## config.mk

```make
export PLATFORM = sky130hd
export DESIGN_NAME = lfsr_gen
export DESIGN_NICKNAME = d
export VERILOG_FILES = /design/src/rtl/lfsr_gen.sv
export SDC_FILE = /design/constraint.sdc
export NUM_CORES = 1
export LEC_CHECK = 0
export CORE_UTILIZATION = 50
export DETAILED_ROUTE_END_ITERATION = 10
export PLACE_DENSITY = 0.9
export SKIP_CTS_REPAIR_TIMING = 1
export SLEW_MARGIN = 15
export SYNTH_ARGS = -nofsm -noshare
export SYNTH_HDL_FRONTEND = slang
export SYNTH_SLANG_ARGS = --single-unit
```

## constraint.sdc

```tcl
create_clock -name clock -period 2.8 [get_ports clock]
set_input_delay 0.56 -clock clock [delete_from_list [all_inputs] [get_ports clock]]
set_output_delay 0.56 -clock clock [all_outputs]
set_load 0.02 [all_outputs]
```

## src/rtl/lfsr_gen.sv

```systemverilog
// lfsr_gen: parametrised Fibonacci/Galois LFSR with step enable and seed register.
// Rejects an all-zero seed and pulses wrap when the state returns to the seed.
//
// Parameters:
//   WIDTH      state width, 3..32
//   TAPS       tap mask, bit i taps state[i] (Galois needs bit0 = 1)
//   MODE       0 = Fibonacci, 1 = Galois
//   RESET_SEED state and seed after reset, nonzero
//
// Ports:
//   clock    rising-edge clock
//   reset    synchronous active-high reset
//   load     capture seed this cycle (wins over enable)
//   seed     seed value, WIDTH bits
//   enable   advance one step
//   Y        current state, registered
//   wrap     one-cycle pulse when an advance lands back on the seed
//   seed_err one-cycle pulse when a zero seed is loaded
//   period   last measured period, only when LFSR_PERIOD_CNT_EN is defined
//
// Optional feature macro: LFSR_PERIOD_CNT_EN (32-bit saturating step counter
// and the period output).
module lfsr_gen #(
  parameter int unsigned      WIDTH      = 8,
  parameter logic [WIDTH-1:0] TAPS       = 8'hB8,
  parameter int unsigned      MODE       = 0,
  parameter logic [WIDTH-1:0] RESET_SEED = {{(WIDTH-1){1'b0}}, 1'b1}
) (
  input  logic             clock,
  input  logic             reset,
  input  logic             load,
  input  logic [WIDTH-1:0] seed,
  input  logic             enable,
  output logic [WIDTH-1:0] Y,
  output logic             wrap,
  output logic             seed_err
`ifdef LFSR_PERIOD_CNT_EN
  ,
  output logic [31:0]      period
`endif
);

  logic [WIDTH-1:0] y_q, y_d;
  logic [WIDTH-1:0] seed_q, seed_d;
  logic             wrap_q, wrap_d;
  logic             err_q, err_d;
  logic [WIDTH-1:0] step_nxt;
  logic             seed_zero;

  // One-step successor of the current state.
  generate
    if (MODE == 0) begin : g_fib
      assign step_nxt = {y_q[WIDTH-2:0], ^(y_q & TAPS)};
    end else begin : g_gal
      assign step_nxt = {y_q[WIDTH-2:0], 1'b0}
                      ^ (y_q[WIDTH-1] ? TAPS : '0);
    end
  endgenerate

  assign seed_zero = (seed == '0);

  // A zero seed would lock the register, so it is replaced by
  // RESET_SEED; this keeps the all-zero state unreachable.
  always_comb begin
    y_d    = y_q;
    seed_d = seed_q;
    wrap_d = 1'b0;
    err_d  = 1'b0;
    if (load) begin
      if (seed_zero) begin
        y_d    = RESET_SEED;
        seed_d = RESET_SEED;
        err_d  = 1'b1;
      end else begin
        y_d    = seed;
        seed_d = seed;
      end
    end else if (enable) begin
      y_d    = step_nxt;
      wrap_d = (step_nxt == seed_q);
    end
  end

  always_ff @(posedge clock) begin
    if (reset) begin
      y_q    <= RESET_SEED;
      seed_q <= RESET_SEED;
      wrap_q <= 1'b0;
      err_q  <= 1'b0;
    end else begin
      y_q    <= y_d;
      seed_q <= seed_d;
      wrap_q <= wrap_d;
      err_q  <= err_d;
    end
  end

  assign Y        = y_q;
  assign wrap     = wrap_q;
  assign seed_err = err_q;

`ifdef LFSR_PERIOD_CNT_EN
  localparam logic [31:0] CNT_MAX = '1;

  logic [31:0] cnt_q, cnt_d;
  logic [31:0] per_q, per_d;
  logic [31:0] cnt_inc;

  // Saturating increment; also used for the period so a saturated
  // count never rolls over to a tiny value.
  assign cnt_inc = (cnt_q == CNT_MAX) ? CNT_MAX : cnt_q + 32'd1;

  always_comb begin
    cnt_d = cnt_q;
    per_d = per_q;
    if (load) begin
      cnt_d = '0;
    end else if (enable) begin
      if (wrap_d) begin
        per_d = cnt_inc;
        cnt_d = '0;
      end else begin
        cnt_d = cnt_inc;
      end
    end
  end

  always_ff @(posedge clock) begin
    if (reset) begin
      cnt_q <= '0;
      per_q <= '0;
    end else begin
      cnt_q <= cnt_d;
      per_q <= per_d;
    end
  end

  assign period = per_q;
`endif

endmodule

```

# --- After elaboration in Yosys (flattened, before gate mapping) ---
# Cells that the tools add are included.
word_totals:
  out_inout_bits: 10
  reg_bits: 18
classes:
  reduce_logical: 5
  mux: 4
  n_eq_ne: 1
  bitwise_logic: 2
op_table:
  columns: ["op", "count"]
  rows:
  - ["two-way mux 8 bit", 3]
  - ["== test 8 bit", 1]
  - ["logical NOT 8 bit", 1]
  - ["parity 8 bit", 1]
  - ["OR reduction 3 bit", 1]
  - ["NOT 1 bit", 2]
  - ["nonzero test 2 bit", 1]
  - ["OR reduction 2 bit", 1]
  - ["two-way mux 1 bit", 1]

# --- Depth between registers and ports, before layout ---
# Gate-level depths: netlist (run 1).
logic_depth:
  depth_word: 3
  mapped_depth: 4
  mapped_depth_nobuf: 3

# --- Worst setup path before layout (run 1) ---
# Ideal clock, no wire load.
synth_path:
  path_kind: "in2reg"
  startpoint: "in enable"
  endpoint: "reg wrap_q (netlist: wrap)"
  setup_ns: 0.087
  path_stages: 4
  path_buffers: 1
  required_ns: 2.713
  path_slack_ns: 1.292
  t_arrival_ns: 1.421
  cell_sequence: "buf_4 nand2b_1 or4_1 nor4b_2"
synth_between:
  elab_chain_cells: 2
synth_lines:
  columns: ["element", "line", "rtl"]
  rows:
  - ["start: declaration", "33", "input logic enable,"]
  - ["NOT 1 bit (no line)", null, null]
  - ["OR reduction 3 bit (no line)", null, null]
  - ["end signal: assignment", "93", "wrap_q <= wrap_d;"]
  - ["end: declaration", "45", "logic wrap_q, wrap_d;"]
# No other way between the ends.
# A chain may end at the register's enable or synchronous reset.

# --- Final worst setup path (run 1) ---
layout_path:
  startpoint: "reg y_q[5] (netlist: Y[5])"
  endpoint: "out Y[5]"
layout_lines:
  columns: ["element", "line", "rtl"]
  rows:
  - ["start: declaration", "43", "logic [WIDTH-1:0] y_q, y_d;"]
  - ["start signal: assignment", "91", "y_q <= y_d;"]
  - ["end: declaration", "34", "output logic [WIDTH-1:0] Y,"]
# No word-level cell between the ends.

==> results.json, run 1 <==
{
  "outcome": "completed",
  "end_kind": "output pin",
  "drt_iter0_drc": 11,
  "slowest_stage": "clkdlybuf4s50_1",
  "synth_top_area_cell": "dfxtp_1",
  "place.gp.congestion": 0.7638,
  "drv_cap": 0,
  "clock-sinks": 18,
  "required_ns": 2.24,
  "numPortBuffers": 21,
  "drv_slew": 0,
  "yosysMostFrequentCell": "dfxtp_1",
  "rsz0062_at_grt": "false",
  "syn_nets": 102,
  "antenna_found_initial": 0,
  "die_h_um": 43.01,
  "power.share.sequential_pct": 50.2,
  "clock.fmax_ghz": 0.5096,
  "grt_pass1_wl_um": 2884,
  "synthAdderAreaFrac_pct": 0,
  "reg2reg_from": "Y[5]",
  "swShare_pct": 26.69,
  "synth_top_area_share_pct": 42.86,
  "synthTopCellsByCount": "dfxtp_1, nand2b_1, nor2_1",
  "grt_usage_pct": 21.54,
  "reg2reg_to": "wrap",
  "drive_above_1_share_pct": 7.080,
  "row_count": 14,
  "htree_levels": 1,
  "drc": 0,
  "power_leakage_uw": 0.0004407,
  "hpwlAfterDp_um": 1306,
  "crit_path_cell_trace": "clkdlybuf4s50_1",
  "fin_util_pct": 71.83,
  "tns_ns": 0,
  "yosysWarnings": 0,
  "crit_end": "Y[5]",
  "synth_cell_types": 24,
  "netlist_area_um2": 840.8,
  "path_delay_family": "buffers and inverters",
  "routedWlPerCell_um": 13.79,
  "totalWireLength_um": 1779,
  "die_width_um": 43.01,
  "clk_latency_ns": 0.30,
  "synth_compound_area_share_pct": 12.35,
  "fin_crit_ns": 1.963,
  "worst_pin_slew_ns": 0.3336,
  "clockBufferDepth": 2,
  "cp-start-kind": "register",
  "syn_area_per_cell_um2": 9.342,
  "power.internal_uw": 416.2,
  "critPathKind": "reg -> out",
  "hp-class": "reg -> reg",
  "final_nets": 126,
  "vias": 700,
  "vias_per_cell": 5.426,
  "p_comb_share_pct": 20.6,
  "core_um2": 1541,
  "max_stage_delay_ns": 0.65,
  "startpoint": "Y[5]",
  "grt_max_degree": 25,
  "ys_top_cells_by_area": "dfxtp_1, mux2i_1, xnor2_1, nand2b_1, o21a_1",
  "grt_pass1_vias": 639,
  "pwr-share-clk_pct": 29.2,
  "dieArea_um2": 1849,
  "cts_made_buffers": 3,
  "worstPathArrival_ns": 1.40,
  "hold_ws_ns": 0.4961,
  "synth_top_family_by_area": "simple AND/OR/NAND/NOR gates",
  "initial_core_util_pct": 54.55,
  "seq_area_frac_synth_pct": 42.86,
  "p_total_uw": 567.7,
  "ys_ff_latch": 18,
  "synthXorXnorAreaFrac_pct": 13.10,
  "pin_count": 22,
  "detail-route-antenna-nets": 0,
  "yosys.area_share.simple_pct": 20.24,
  "synth_flop_cell": "dfxtp_1",
  "worst-path-buf-inv": 1,
  "vdd_ir_drop_max_mv": 0.3363,
  "hold_viol": 0,
  "setup_violations": 0,
  "skew_ns": 0.006143,
  "cp_num_cells": 1,
  "maxSlewHeadroom_pct": 77.60,
  "cts_tree": "yes",
  "drt_pass1_iterations": 4,
  "syn-instance-count": 90,
  "root_buffer": "clkbuf_4",
  "path_max_fanout": 5,
  "reg2reg_depth": 3,
  "layout_worst_path_cycle_share_pct": 70.09,
  "area_growth_pct": 31.70,
  "synthMuxAreaShare_pct": 8.333,
  "switchingPower_uw": 151.5,
  "cts.clk_slew.worst_paths_ns": 0.10,
  "antenna_cells": 0,
  "powerDensity_nw_per_um2": 512.7,
  "ys_async_sr_fraction_pct": 0,
  "synth_edf_count": 0,
  "overflow": 0,
  "r2r_setup_slack_ns": 1.36
}
## worst min-delay path, cell delays in order (launching register included)
cell      delay, ns
dfxtp_1        0.33
nand2b_1       0.07
a21oi_1        0.06
## routing by layer
metal  GRT usage, %  part of all wire [%]
met5              0                     0
met4          12.73                   2.2
met3          2.553                   3.0
met2          34.85                    51
met1          27.35                    44
## area by class of cell
cell class	count	area (um2)
Multi-Input combinational cell	66	454.2
Inverter	1	3.754
Sequential cell	18	360.3
Clock buffer	4	36.28
Timing Repair Buffer	24	232.7
Tap cell	16	20.02
Fill cell	124	434.2
## per-stage QoR
step / area, um2 / worst slack (ns) / instances
2_1_floorplan: 840.8 / 1.292 / 90
3_3_place_gp: 1071 / 0.7843 / 125
3_5_place_dp: 1071 / 0.7172 / 125
4_1_cts: 1107 / 0.8357 / 129
5_1_grt: 1107 / 0.7809 / 129
6_report: 1107 / 0.8375 / 129
## power by group through the flow
stage	Clock [uW]	Combinational (uW)	Sequential, uW
after floorplan	0	63.0	298
after global placement	0	115	290
after detailed placement	0	117	291
after CTS	170	118	285
after global routing	176	127	287
final	166	117	285
## worst min path at each step
stage,slack [ns],start,cells after the start,end
6_report,0.50,seed_q[7],2,seed_q[7]
3_5_place_dp,0.48,seed_q[7],2,seed_q[7]
2_1_floorplan,0.45,seed_q[0],2,seed_q[0]
4_1_cts,0.50,seed_q[7],2,seed_q[7]
5_1_grt,0.52,seed_q[5],2,seed_q[5]
3_3_place_gp,0.47,seed_q[0],2,seed_q[0]
## sequential cells by signal, summed over array words and instances (netlist names)
register,flops
Y,8
seed_err,1
seed_q,8
wrap,1
## placed cells by master (no fill, tap or decap)
cell and n:
clkbuf_4 3, o21a_1 6, inv_1 1, nand4_1 1, a21oi_1 7, o211ai_1 1, mux2i_1 7, dfxtp_1 18
nor2_1 8, nand3_1 2, buf_4 3, xnor3_1 1, nor2b_1 2, a211oi_1 1, o31a_1 1, nand2_1 6
xor2_1 3, nand2b_1 8, or4_1 1, xnor2_1 7, nor3_1 2, clkdlybuf4s50_1 21, nor4b_2 1, clkbuf_8 1
nor4_1 1
## kinds of logic (layout without fill, tap and decap cells)
| kind of cell | after synthesis | count (layout) |
|---|---|---|
| xor gates and xnor gates | 11 | 11 |
| buffers and inverters | 6 | 29 |
| DFF | 18 | 18 |
| and+or+nand+nor | 32 | 32 |
| muxes | 7 | 7 |
| AOI/OAI and AO/OA | 16 | 16 |
Note: power is estimated with default switching activity, not from simulation.
==> run 2, diff against run 1 <==
- CORE_UTILIZATION: 50 -> 46
- PLACE_DENSITY: 0.9 -> 0.84
- clock period: 2.8 -> 1.85 ns (I/O delays scaled with it)
==> results.json, run 2 (synthesized netlist as in run 1, its figures left out) <==
{
  "initial_core_util_pct": 48.70,
  "layout_commonest_cell": "clkdlybuf4s50_1",
  "hpwlAfterDp_um": 1323,
  "rsz0062_at_grt": "false",
  "critPathKind": "reg -> out",
  "cts_tree": "yes",
  "clk_latency_ns": 0.31,
  "regArea_um2": 360.3,
  "clockBufferDepth": 2,
  "fin_crit_ns": 1.764,
  "fin_ws_ns": 0.08568,
  "num-fill-cells": 149,
  "clock-sinks": 18,
  "numPortBuffers": 21,
  "layout_worst_path_cycle_share_pct": 95.37,
  "outcome": "completed",
  "grt_max_degree": 25,
  "grt_pass1_vias": 654,
  "drv_slew": 0,
  "slowest_stage": "clkdlybuf4s50_1",
  "core_um2": 1727,
  "path_delay_family": "buffers and inverters",
  "grt_usage_pct": 20.29,
  "antenna_cells": 0,
  "antenna_found_initial": 0,
  "final_area_um2": 1126,
  "dieArea_um2": 2003,
  "placed_cell_area_um2": 1090,
  "p_total_uw": 868.3,
  "drive_above_1_share_pct": 7.895,
  "skew_ns": 0.006782,
  "vias": 701,
  "cts.clk_slew.worst_paths_ns": 0.11,
  "routedWlPerCell_um": 12.94,
  "totalWireLength_um": 1799,
  "drt_iter0_drc": 11,
  "worstPathArrival_ns": 1.39,
  "htree_levels": 1,
  "final_nets": 127,
  "vias_per_cell": 5.043,
  "detail-route-antenna-nets": 0,
  "vdd_ir_drop_max_mv": 0.3747,
  "root_buffer": "clkbuf_4",
  "end_kind": "output pin",
  "tns_ns": 0,
  "crit_path_cell_trace": "clkdlybuf4s50_1",
  "die_width_um": 44.76,
  "overflow": 0,
  "fin_util_pct": 65.22,
  "worst_pin_slew_ns": 0.3857,
  "place.gp.congestion": 0.7804,
  "hold_viol": 0,
  "path_max_fanout": 5,
  "drc": 0,
  "worst-path-buf-inv": 1,
  "clock.fmax_ghz": 0.5668,
  "die_h_um": 44.76,
  "maxSlewHeadroom_pct": 74.10,
  "max_stage_delay_ns": 0.65,
  "pin_count": 22,
  "preCtsSetupSlack_ns": 0.1469,
  "powerDensity_nw_per_um2": 771.0,
  "power_leakage_uw": 0.0004455,
  "area_growth_pct": 33.93,
  "grt_pass1_wl_um": 2801,
  "hp-class": "reg -> reg",
  "multi_input_comb_area_um2": 454.2,
  "row_count": 15,
  "drt_pass1_iterations": 4,
  "required_ns": 1.48,
  "cp-start-kind": "register",
  "drv_cap": 0,
  "setup_violations": 0,
  "final_cell_mix": "clkdlybuf4s50_1, dfxtp_1, nand2b_1, nor2_1",
  "cts_made_buffers": 3
}
## run 2: cell count changes in the layout (fill, tap and decap cells not counted)
| cell | delta |
|---|---|
| buf_4 | +1 |
## run 2: report_power, final
group	internal [uW]	total (uW)	switching, uW
registers	409	431	21.4
clock network	120	255	135
logic	102	182	80.2
## run 2: worst paths after layout
check,startpoint,endpoint,slack (ns),cells past startpoint
hold reg to reg,seed_q[7],seed_q[7],0.50,2
setup reg to reg,Y[1],wrap,0.47,3
setup / recovery,Y[5],Y[5],0.09,1
hold / removal,seed_q[7],seed_q[7],0.50,2
## run 2: metal layers
metal  global-route usage, %  up-vias  part of all wire (%)
met5                       0        -                     0
met4                   12.73        0                   3.1
met3                   4.800        5                   2.1
met2                   32.06       11                    48
met1                   24.87      331                    47
li1                        -      354                     -
## run 2: layout make-up
type,count,share of cell area (%)
multi-input cells,66,40.33
flip-flops and latches,18,32.00
repair buffers,25,21.33
clock buffers,4,3.222
well taps,25,2.778
inverters,1,0.3333
## run 2: through the flow
stage | instances | hold slack, ns
2_1_floorplan | 90 | 0.4494
3_3_place_gp | 135 | 0.4713
3_5_place_dp | 135 | 0.4812
4_1_cts | 139 | 0.4987
5_1_grt | 139 | 0.5195
6_report | 139 | 0.4974
==> run 3, diff against run 2 <==
- CORE_MARGIN: not set -> 5
- CTS_BUF_LIST: not set -> sky130_fd_sc_hd__clkbuf_16
==> results.json, run 3 (synthesized netlist as in run 1, its figures left out) <==
{
  "powerDensity_nw_per_um2": 893.9,
  "num-fill-cells": 152,
  "totalWireLength_um": 1881,
  "max_stage_delay_ns": 0.65,
  "routedWlPerCell_um": 13.73,
  "final_area_um2": 1157,
  "grt_max_degree": 25,
  "clock-sinks": 18,
  "crit_path_cell_trace": "clkdlybuf4s50_1",
  "fin_crit_ns": 1.690,
  "path_max_fanout": 5,
  "antenna_cells": 0,
  "die_width_um": 52.76,
  "drt_pass1_iterations": 4,
  "clockBufferDepth": 2,
  "vdd_ir_drop_max_mv": 0.5151,
  "hold_viol": 0,
  "die_h_um": 52.76,
  "area_growth_pct": 37.65,
  "row_count": 15,
  "cts_tree": "yes",
  "antenna_found_initial": 0,
  "root_buffer": "clkbuf_16",
  "drv_cap": 0,
  "final_cell_mix": "clkdlybuf4s50_1, dfxtp_1, nand2b_1, nor2_1",
  "grt_pass1_wl_um": 3305,
  "placed_cell_area_um2": 1082,
  "multi_input_comb_area_um2": 454.2,
  "overflow": 0,
  "layout_worst_path_cycle_share_pct": 91.38,
  "stdcell_count": 137,
  "drt_iter0_drc": 12,
  "path_delay_family": "buffers and inverters",
  "detail-route-antenna-nets": 0,
  "worstPathArrival_ns": 1.32,
  "required_ns": 1.48,
  "htree_levels": 1,
  "power_leakage_uw": 0.0004567,
  "vias_per_cell": 5.212,
  "drv_slew": 0,
  "worst-path-buf-inv": 1,
  "clock.fmax_ghz": 0.5915,
  "cts.clk_slew.worst_paths_ns": 0.05,
  "initial_core_util_pct": 48.70,
  "numPortBuffers": 21,
  "setup_violations": 0,
  "outcome": "completed",
  "dieArea_um2": 2783,
  "place.gp.congestion": 0.8111,
  "vias": 714,
  "hp-class": "reg -> reg",
  "clk_latency_ns": 0.25,
  "hpwlAfterDp_um": 1408,
  "grt_pass1_vias": 750,
  "cp-start-kind": "register",
  "drc": 0,
  "layout_commonest_cell": "clkdlybuf4s50_1",
  "maxSlewHeadroom_pct": 75.69,
  "tns_ns": 0,
  "drive_above_1_share_pct": 6.250,
  "end_kind": "output pin",
  "rsz0062_at_grt": "false",
  "pin_count": 22,
  "grt_usage_pct": 16.32,
  "regArea_um2": 360.3,
  "core_um2": 1727,
  "final_nets": 126,
  "placedCellCount": 134,
  "skew_ns": 0.002583,
  "critPathKind": "reg -> out",
  "cts_made_buffers": 3,
  "slowest_stage": "clkdlybuf4s50_1",
  "worst_pin_slew_ns": 0.3621
}
## run 3: final cells by class
type,count,area share [%]
repair buffers,24,20.11
clock buffers,3,6.486
inverters,1,0.3243
multi-input cells,66,39.24
well taps,25,2.703
flip-flops and latches,18,31.14
## run 3: worst paths after layout
| path | startpoint | to | slack, ns | cells after the start |
|---|---|---|---|---|
| setup / recovery | Y[5] | Y[5] | 0.16 | 1 |
| setup reg to reg | Y[1] | wrap | 0.49 | 3 |
| hold reg to reg | seed_q[4] | seed_q[4] | 0.49 | 2 |
| hold / removal | seed_q[4] | seed_q[4] | 0.49 | 2 |
## run 3: through the flow
step	setup WS, ns	total power [uW]	hold slack [ns]	util [%]
2_1_floorplan	0.4311	545.8	0.4494	-
3_3_place_gp	0.1656	615.2	0.4714	62.68
3_5_place_dp	0.1435	618.7	0.4838	62.68
4_1_cts	0.1457	1046	0.4907	67.03
5_1_grt	0.1029	1073	0.5158	67.03
6_report	0.1595	1035	0.4920	67.03
## run 3: per-layer routing
| metal | global-route usage, % | part of all wire [%] |
|---|---|---|
| met1 | 17.96 | 41 |
| met2 | 29.34 | 54 |
| met3 | 1.709 | 1.9 |
| met4 | 10.21 | 2.7 |
| met5 | 0 | 0 |
## run 3: where the power goes
group	internal, uW	leakage (uW)	switching, uW
clock network	284	0.0000370	140
registers	411	0.000148	21.9
logic	100	0.000271	77.8
